**src/rtl/entry_capture.sv**
```systemverilog
// Push-button capture front end for the 8x4 shift buffer: sync, debounce, latch switches, one write per press.
// Optional build macro ENTRY_CAPTURE_ZERO_REJECT_EN: refuse zero-valued captures and pulse reject instead.
module entry_capture #(
    parameter int DATA_W          = 4,
    parameter int DEPTH           = 8,
    parameter int DEBOUNCE_CYCLES = 16
) (
    input  logic              clock,
    input  logic              reset_n,
    input  logic              clear,
    input  logic              enable,
    input  logic              button_raw,
    input  logic [DATA_W-1:0] switches,
    output logic [DATA_W-1:0] wr_data,
    output logic              write,
    output logic [3:0]        count,
    output logic              full,
    output logic              busy,
    output logic              reject
);

    localparam int               CNT_W    = $clog2(DEBOUNCE_CYCLES) + 1;
    localparam logic [CNT_W-1:0] CNT_LAST = CNT_W'(DEBOUNCE_CYCLES - 1);
    localparam logic [3:0]       DEPTH_C  = 4'(DEPTH);

    typedef enum logic [2:0] {
        IDLE,
        DEBOUNCE,
        LOAD,
        STROBE,
        WAIT_RELEASE
    } state_t;

    logic              btn_meta_q, btn_s_q;
    logic [DATA_W-1:0] sw_meta_q, sw_s_q;
    state_t            state_q, state_d;
    logic [CNT_W-1:0]  cnt_q, cnt_d;
    logic [DATA_W-1:0] wr_data_q, wr_data_d;
    logic              write_q, write_d;
    logic [3:0]        count_q, count_d;
    logic              reject_q, reject_d;

    // Two-flop synchronisers; the FSM only ever looks at the *_s_q copies.
    always_ff @(posedge clock or negedge reset_n) begin
        if (!reset_n) begin
            btn_meta_q <= 1'b0;
            btn_s_q    <= 1'b0;
            sw_meta_q  <= '0;
            sw_s_q     <= '0;
        end else begin
            btn_meta_q <= button_raw;
            btn_s_q    <= btn_meta_q;
            sw_meta_q  <= switches;
            sw_s_q     <= sw_meta_q;
        end
    end

    always_ff @(posedge clock or negedge reset_n) begin
        if (!reset_n) begin
            state_q   <= IDLE;
            cnt_q     <= '0;
            wr_data_q <= '0;
            write_q   <= 1'b0;
            count_q   <= '0;
            reject_q  <= 1'b0;
        end else begin
            state_q   <= state_d;
            cnt_q     <= cnt_d;
            wr_data_q <= wr_data_d;
            write_q   <= write_d;
            count_q   <= count_d;
            reject_q  <= reject_d;
        end
    end

    always_comb begin
        state_d   = state_q;
        cnt_d     = cnt_q;
        wr_data_d = wr_data_q;
        write_d   = 1'b0;
        count_d   = count_q;
        reject_d  = 1'b0;
        if (clear) begin
            // Parking in WAIT_RELEASE keeps a held button from retriggering.
            state_d = WAIT_RELEASE;
            cnt_d   = '0;
            count_d = '0;
        end else begin
            case (state_q)
                IDLE: begin
                    if (btn_s_q) begin
                        cnt_d   = '0;
                        state_d = (enable && !full) ? DEBOUNCE : WAIT_RELEASE;
                    end
                end
                DEBOUNCE: begin
                    if (!btn_s_q || !enable) begin
                        state_d = IDLE;
                    end else if (cnt_q + 1'b1 == CNT_LAST) begin
                        state_d = LOAD;
                    end else begin
                        cnt_d = cnt_q + 1'b1;
                    end
                end
                LOAD: begin
`ifdef ENTRY_CAPTURE_ZERO_REJECT_EN
                    if (sw_s_q == '0) begin
                        reject_d = 1'b1;
                        cnt_d    = '0;
                        state_d  = WAIT_RELEASE;
                    end else begin
                        wr_data_d = sw_s_q;
                        state_d   = STROBE;
                    end
`else
                    wr_data_d = sw_s_q;
                    state_d   = STROBE;
`endif
                end
                STROBE: begin
                    // write is registered, so it rises one cycle after wr_data settles.
                    write_d = 1'b1;
                    if (count_q != DEPTH_C) count_d = count_q + 1'b1;
                    cnt_d   = '0;
                    state_d = WAIT_RELEASE;
                end
                WAIT_RELEASE: begin
                    if (btn_s_q) begin
                        cnt_d = '0;
                    end else if (cnt_q == CNT_LAST) begin
                        state_d = IDLE;
                    end else begin
                        cnt_d = cnt_q + 1'b1;
                    end
                end
                default: state_d = IDLE;
            endcase
        end
    end

    assign wr_data = wr_data_q;
    assign write   = write_q;
    assign count   = count_q;
    assign full    = (count_q == DEPTH_C);
    assign busy    = (state_q != IDLE);
    assign reject  = reject_q;

endmodule

```
**config.mk**
```make
export PLATFORM = sky130hd
export DESIGN_NAME = entry_capture
export DESIGN_NICKNAME = d
export VERILOG_FILES = /design/src/rtl/entry_capture.sv
export SDC_FILE = /design/constraint.sdc
export NUM_CORES = 1
export LEC_CHECK = 0
export BUFFER_PORTS_ARGS = -buffer_cell sky130_fd_sc_hd__buf_2
export CORE_ASPECT_RATIO = 0.9
export CORE_UTILIZATION = 54
export DETAILED_ROUTE_END_ITERATION = 6
export PLACE_DENSITY = 0.8
export SYNTH_ARGS = -nofsm -noshare
export SYNTH_HDL_FRONTEND = slang
export SYNTH_SLANG_ARGS = --single-unit
export TNS_END_PERCENT = 30
```
**constraint.sdc**
```tcl
create_clock -name clock -period 3.1 [get_ports clock]
set_input_delay 0.775 -clock clock [delete_from_list [all_inputs] [get_ports clock]]
set_output_delay 0.775 -clock clock [all_outputs]
set_load 0.01 [all_outputs]
```
=== Word-level counts from Yosys, hierarchy flattened ===
Cells that the tools add are included.

* Register bits: 27
* Input bits: 9
* Output and inout port bits: 12
* Logic and storage cells: 61

* Add/subtract/negate cells: 2
* Equality and inequality tests: 15
* Multiplexer cells: 20
* Bitwise operators: 1
* Reductions and logical operators: 14

{| class="wikitable"
|+ Operators by type and width
! operator !! number
|-
| 2-to-1 mux 5 bit || 6
|-
| 2-to-1 mux 3 bit || 7
|-
| one-hot mux 5 bit (4 select lines) || 1
|-
| inequality test 3 bit (second input constant) || 5
|-
| one-hot mux 3 bit (5 select lines) || 1
|-
| 2-to-1 mux 4 bit || 3
|-
| inequality test 4 bit (second input constant) || 3
|-
| equality test 5 x 4 -> 1 bit (second input constant) || 2
|-
| equality test 3 x 2 -> 1 bit (second input constant) || 2
|-
| adder 5 x 1 -> 5 bit (second input constant) || 1
|-
| AND reduction 5 bit || 1
|-
| nonzero test 5 bit || 1
|-
| adder 4 x 1 -> 4 bit (second input constant) || 1
|-
| equality test 4 bit (second input constant) || 1
|-
| AND reduction 2 bit || 2
|-
| AND reduction 4 bit || 1
|-
| nonzero test 2 bit || 2
|-
| equality test 3 x 1 -> 1 bit (second input constant) || 1
|-
| equality test 3 bit (second input constant) || 1
|-
| zero test 1 bit || 3
|-
| zero test 3 bit || 1
|-
| nonzero test 3 bit || 1
|-
| 2-to-1 mux 1 bit || 2
|-
| logical AND 1 bit || 1
|-
| other kinds (2) || 2
|}

=== Longest topological paths before layout ===
* Depth after elaboration: 7
* Gate-level depth with buffers: 9
* Mapped depth without buffers: 8

=== Worst setup path before layout ===
Ideal clock, no wire load.

* Path kind: register to register
* Start point: register cnt_q[0]
* End point: register cnt_q[0]
* Data arrival time: 2.224 ns
* Data required time: 2.975 ns
* Setup slack: 0.752 ns
* Stages on the path, launching flop included: 10
* Path buffers: 1
* Cells stage by stage: dfrtp_1 -> ha_1 -> and3_1 -> ha_1 -> nand2_1 -> nor4_2 -> o21a_2 -> or2_0 -> buf_6 -> mux2_2

* Cells in the longest elaborated chain, start to end: 5

{| class="wikitable"
|+ RTL lines
! item !! RTL line !! source
|-
| start, declared || 37 || <nowiki>logic [CNT_W-1:0] cnt_q, cnt_d;</nowiki>
|-
| start signal, assigned || 68 || <nowiki>cnt_q <= cnt_d;</nowiki>
|-
| adder 5 x 1 -> 5 bit || 99, 102, 133 ||
|-
| 2-to-1 mux 5 bit, on equally long branches || 130, 99 ||
|-
| 2-to-1 mux 5 bit, on equally long branches || 128, 97 ||
|-
| one-hot mux 5 bit (4 select lines) || 89 || <nowiki>case (state_q)</nowiki>
|-
| 2-to-1 mux 5 bit || 83 || <nowiki>if (clear) begin</nowiki>
|}

Parallel ways exist; a longest one is shown, timed or not. The select of a mux whose other input is x is not followed.
A chain may end at the register's enable or synchronous reset.

=== Final worst setup path ===
Same ends and word-level chain as after synthesis.

==> impl_results.md <==
* Outcome: completed
* Fmax at about 380 MHz
* Die H at roughly 47 um
* Top FF cell, synth: dfrtp_1
* Met1 Use GR at 0.2213
* CTS Sinks at 27
* Pwr Total at 0.0005491 W
* Post-Syn Area at ~1200 um2
* Commonest cells after routing, fill and taps aside: dfrtp_1 (27), buf_2 (19), nor2_1 (14)
* Clk root buf: clkbuf_4
* Register area share after synthesis at 0.5538
* Yosys reg bits at 27
* DRC at 0
* Slew Limit Fails at 0
* Ant diodes at 0
* CP max FO at 7
* Internal power at 0.0004203 W
* Final Hold Vio Count at 0
* GR peak layer: met2
* Final ANT Viol Nets at 0
* Remaining Overflow, GRT at 0
* Seq pwr share at 0.664
* Initial DRC count at 22
* Post CTS Setup Buffer Count at 0
* Largest net degree at the start of global routing at 28
* Syn Area/Cell at about 11 um2
* Clock power frac at 0.295
* Commonest non-fill, non-tap cell in the layout: dfrtp_1
* Layout Skew at just over 0.007 ns
* DR vias/cell at around 5.5
* Syn Inst Count at between 100 and 150
* Number of global-route vias before repair at ~720
* Async SR Flop Fraction at 1.000
* Sw Share at 0.2347
* Setup_tns at 0 ns
* Core area at 2027 um2
* Pre-CTS setup slack at ~0.50 ns
* Peak supply drop at approximately 0.42 mV
* Total number of vias at between 800 and 900
* Reg clk slew, reported paths at 0.14 ns
* Leakage at approximately 0.64 nW
* Final GP Congestion at between 0.8 and 0.9
* Hold Buf Count CTS at 0
* Max_cap viols at 0
* Worst Hold Class: flop to flop
* Top cells by area, synth: dfrtp_1 (55%), ha_1 (5.1%), mux2_2 (4.6%)
* FF+latch area at 675.6 um2
* Number of synthesized flops with an enable pin at 0
* Gr usage total at 0.1800
* Number of core rows at 15
* Minimum clock period at between 2 and 3 ns
* Clock tree buffer depth at 2
* Pre-antenna DRT Iters at 4
* Worst-skew pair later-pin latency at 0.33 ns
* Drt wl/cell at about 13 um
* Leading area contributor after synthesis: dfrtp_1
* Worst slew pin tran at 0.5870 ns
* Comb pwr share at 0.041
* Area Growth Syn to Fin at 10.46%
* Post-CTS sizing at 0
* Startpoint types: flop
* Initial Util at 0.6019
* Number of buffers created by CTS at 3
* GR met2 Demand/Resource at 0.3000
* PwrDens at about 410 nW/um2
* H-tree depth at 1
* Synth Warn # at 0
* Fin nets at between 100 and 150
* Min Hold Slack at about 0.37 ns
* Die area at approximately 2500 um2
* Met3 Use GR at 0.07120
* TritonCTS clock tree: done
* Critical path type: flop to flop
* Initial antenna violation count at 0
* Crit path arrival time at 2.85 ns
* Synth top area share at 0.5538
* Fraction of layout cells with a size suffix above 1 at 0.2344
* Syn_nets at roughly 120
* # fillers at 165
* Routed WL at 1.932 mm
* Worst EP required at about 3.3 ns
* RSZ-0062 raised after global routing: no
* Num ports at 21
* Setup violations, final at 0
* Multi-input gate area at about 500 um2
* First-pass GRT wire length at around 3.1 mm
* Final cell utilization of the core at 0.6648
* Die W at approximately 52 um
* Unique cell type count in the Yosys netlist at 36
* PortBufs at 19
* Period Utilization, post-route at 0.8422
* Hpwl dp at 1.420 mm
* P_sw at 0.0001289 W
* Worst setup EP type: flop
* Final worst setup slack at between 0.4 and 0.5 ns
* Relative slew slack at 0.6078
[cell type report]
| class | count | share of cell area |
|---|---|---|
| clock buffers | 3 | 0.01671 |
| inverters | 5 | 0.01393 |
| clock inverters | 1 | 0.006500 |
| repair buffers | 19 | 0.07057 |
| multi-input cells | 73 | 0.3677 |
| flip-flops and latches | 27 | 0.5014 |
| well taps | 25 | 0.02321 |
[state kept, by name, indices dropped and copies added, names as in the netlist]
signal and flops:
write 1, btn_s_q 1, btn_meta_q 1, sw_s_q 4, state_q 3, cnt_q 5, wr_data 4, sw_meta_q 4
count 4
[Yosys cell counts (3+ instances only)]
cell type and n:
clkbuf_1 3, inv_1 5, a21oi_1 3, nor2_1 14, dfrtp_1 27, nor2b_1 3
o31ai_1 5, nor3_1 5, nand2_1 5, ha_1 5, mux2_2 5
[metrics by stage]
| step | instance area (um2) | std cells |
|---|---|---|
| floorplan | 1220 | 110 |
| global placement | 1316 | 149 |
| detailed placement | 1316 | 149 |
| CTS | 1348 | 153 |
| global route | 1348 | 153 |
| finish | 1348 | 153 |
[path summary, 6_finish.rpt]
path | from | to | slack, ns | cells after the start
hold / removal | sw_meta_q[1]$_DFF_PN0_ | sw_s_q[1]$_DFF_PN0_ | 0.37 | 0
setup / recovery | cnt_q[0]$_DFFE_PN0P_ | cnt_q[0]$_DFFE_PN0P_ | 0.49 | 8
setup reg to reg | cnt_q[0]$_DFFE_PN0P_ | cnt_q[0]$_DFFE_PN0P_ | 0.49 | 8
max in group asynchronous | reset_n | sw_meta_q[0]$_DFF_PN0_ | 2.33 | 1
min in group asynchronous | reset_n | cnt_q[4]$_DFFE_PN0P_ | 0.40 | 1
hold reg to reg | sw_meta_q[1]$_DFF_PN0_ | sw_s_q[1]$_DFF_PN0_ | 0.37 | 0
[logic make-up (layout without fill, tap and decap cells)]
family / Yosys count / after routing / share of synthesized area
xor+xnor: 4 / 4 / 0.02872
buf+inv: 10 / 28 / 0.04000
other cells: 1 / 1 / 0.003074
simple gates: 39 / 39 / 0.1662
mux: 6 / 6 / 0.05436
compound gates: 18 / 18 / 0.1026
flops: 27 / 27 / 0.5538
fa+ha+maj: 5 / 5 / 0.05128
[per-layer routing]
layer | vias to the layer above | part of all wire
met2 | 25 | 0.48
met5 | - | 0
li1 | 417 | -
met1 | 403 | 0.45
met3 | 2 | 0.056
met4 | 0 | 0.0078
[worst max-delay path, cell delays in order, from the launching register on]
cell     delay [ns]
dfrtp_1        0.47
ha_1           0.27
and3_1         0.18
ha_1           0.29
nand2_1        0.06
nor4_2         0.35
o21a_2         0.23
or2_0          0.29
mux2_2         0.37
[power by group through the flow]
stage	logic (W)	clock network (W)	registers, W
finish	0.0000227	0.000162	0.000364
global route	0.0000260	0.000183	0.000366
CTS	0.0000236	0.000167	0.000364
detailed placement	0.0000234	0	0.000371
global placement	0.0000225	0	0.000370
floorplan	0.0000106	0	0.000370
Power figures use the tool's default switching activity.
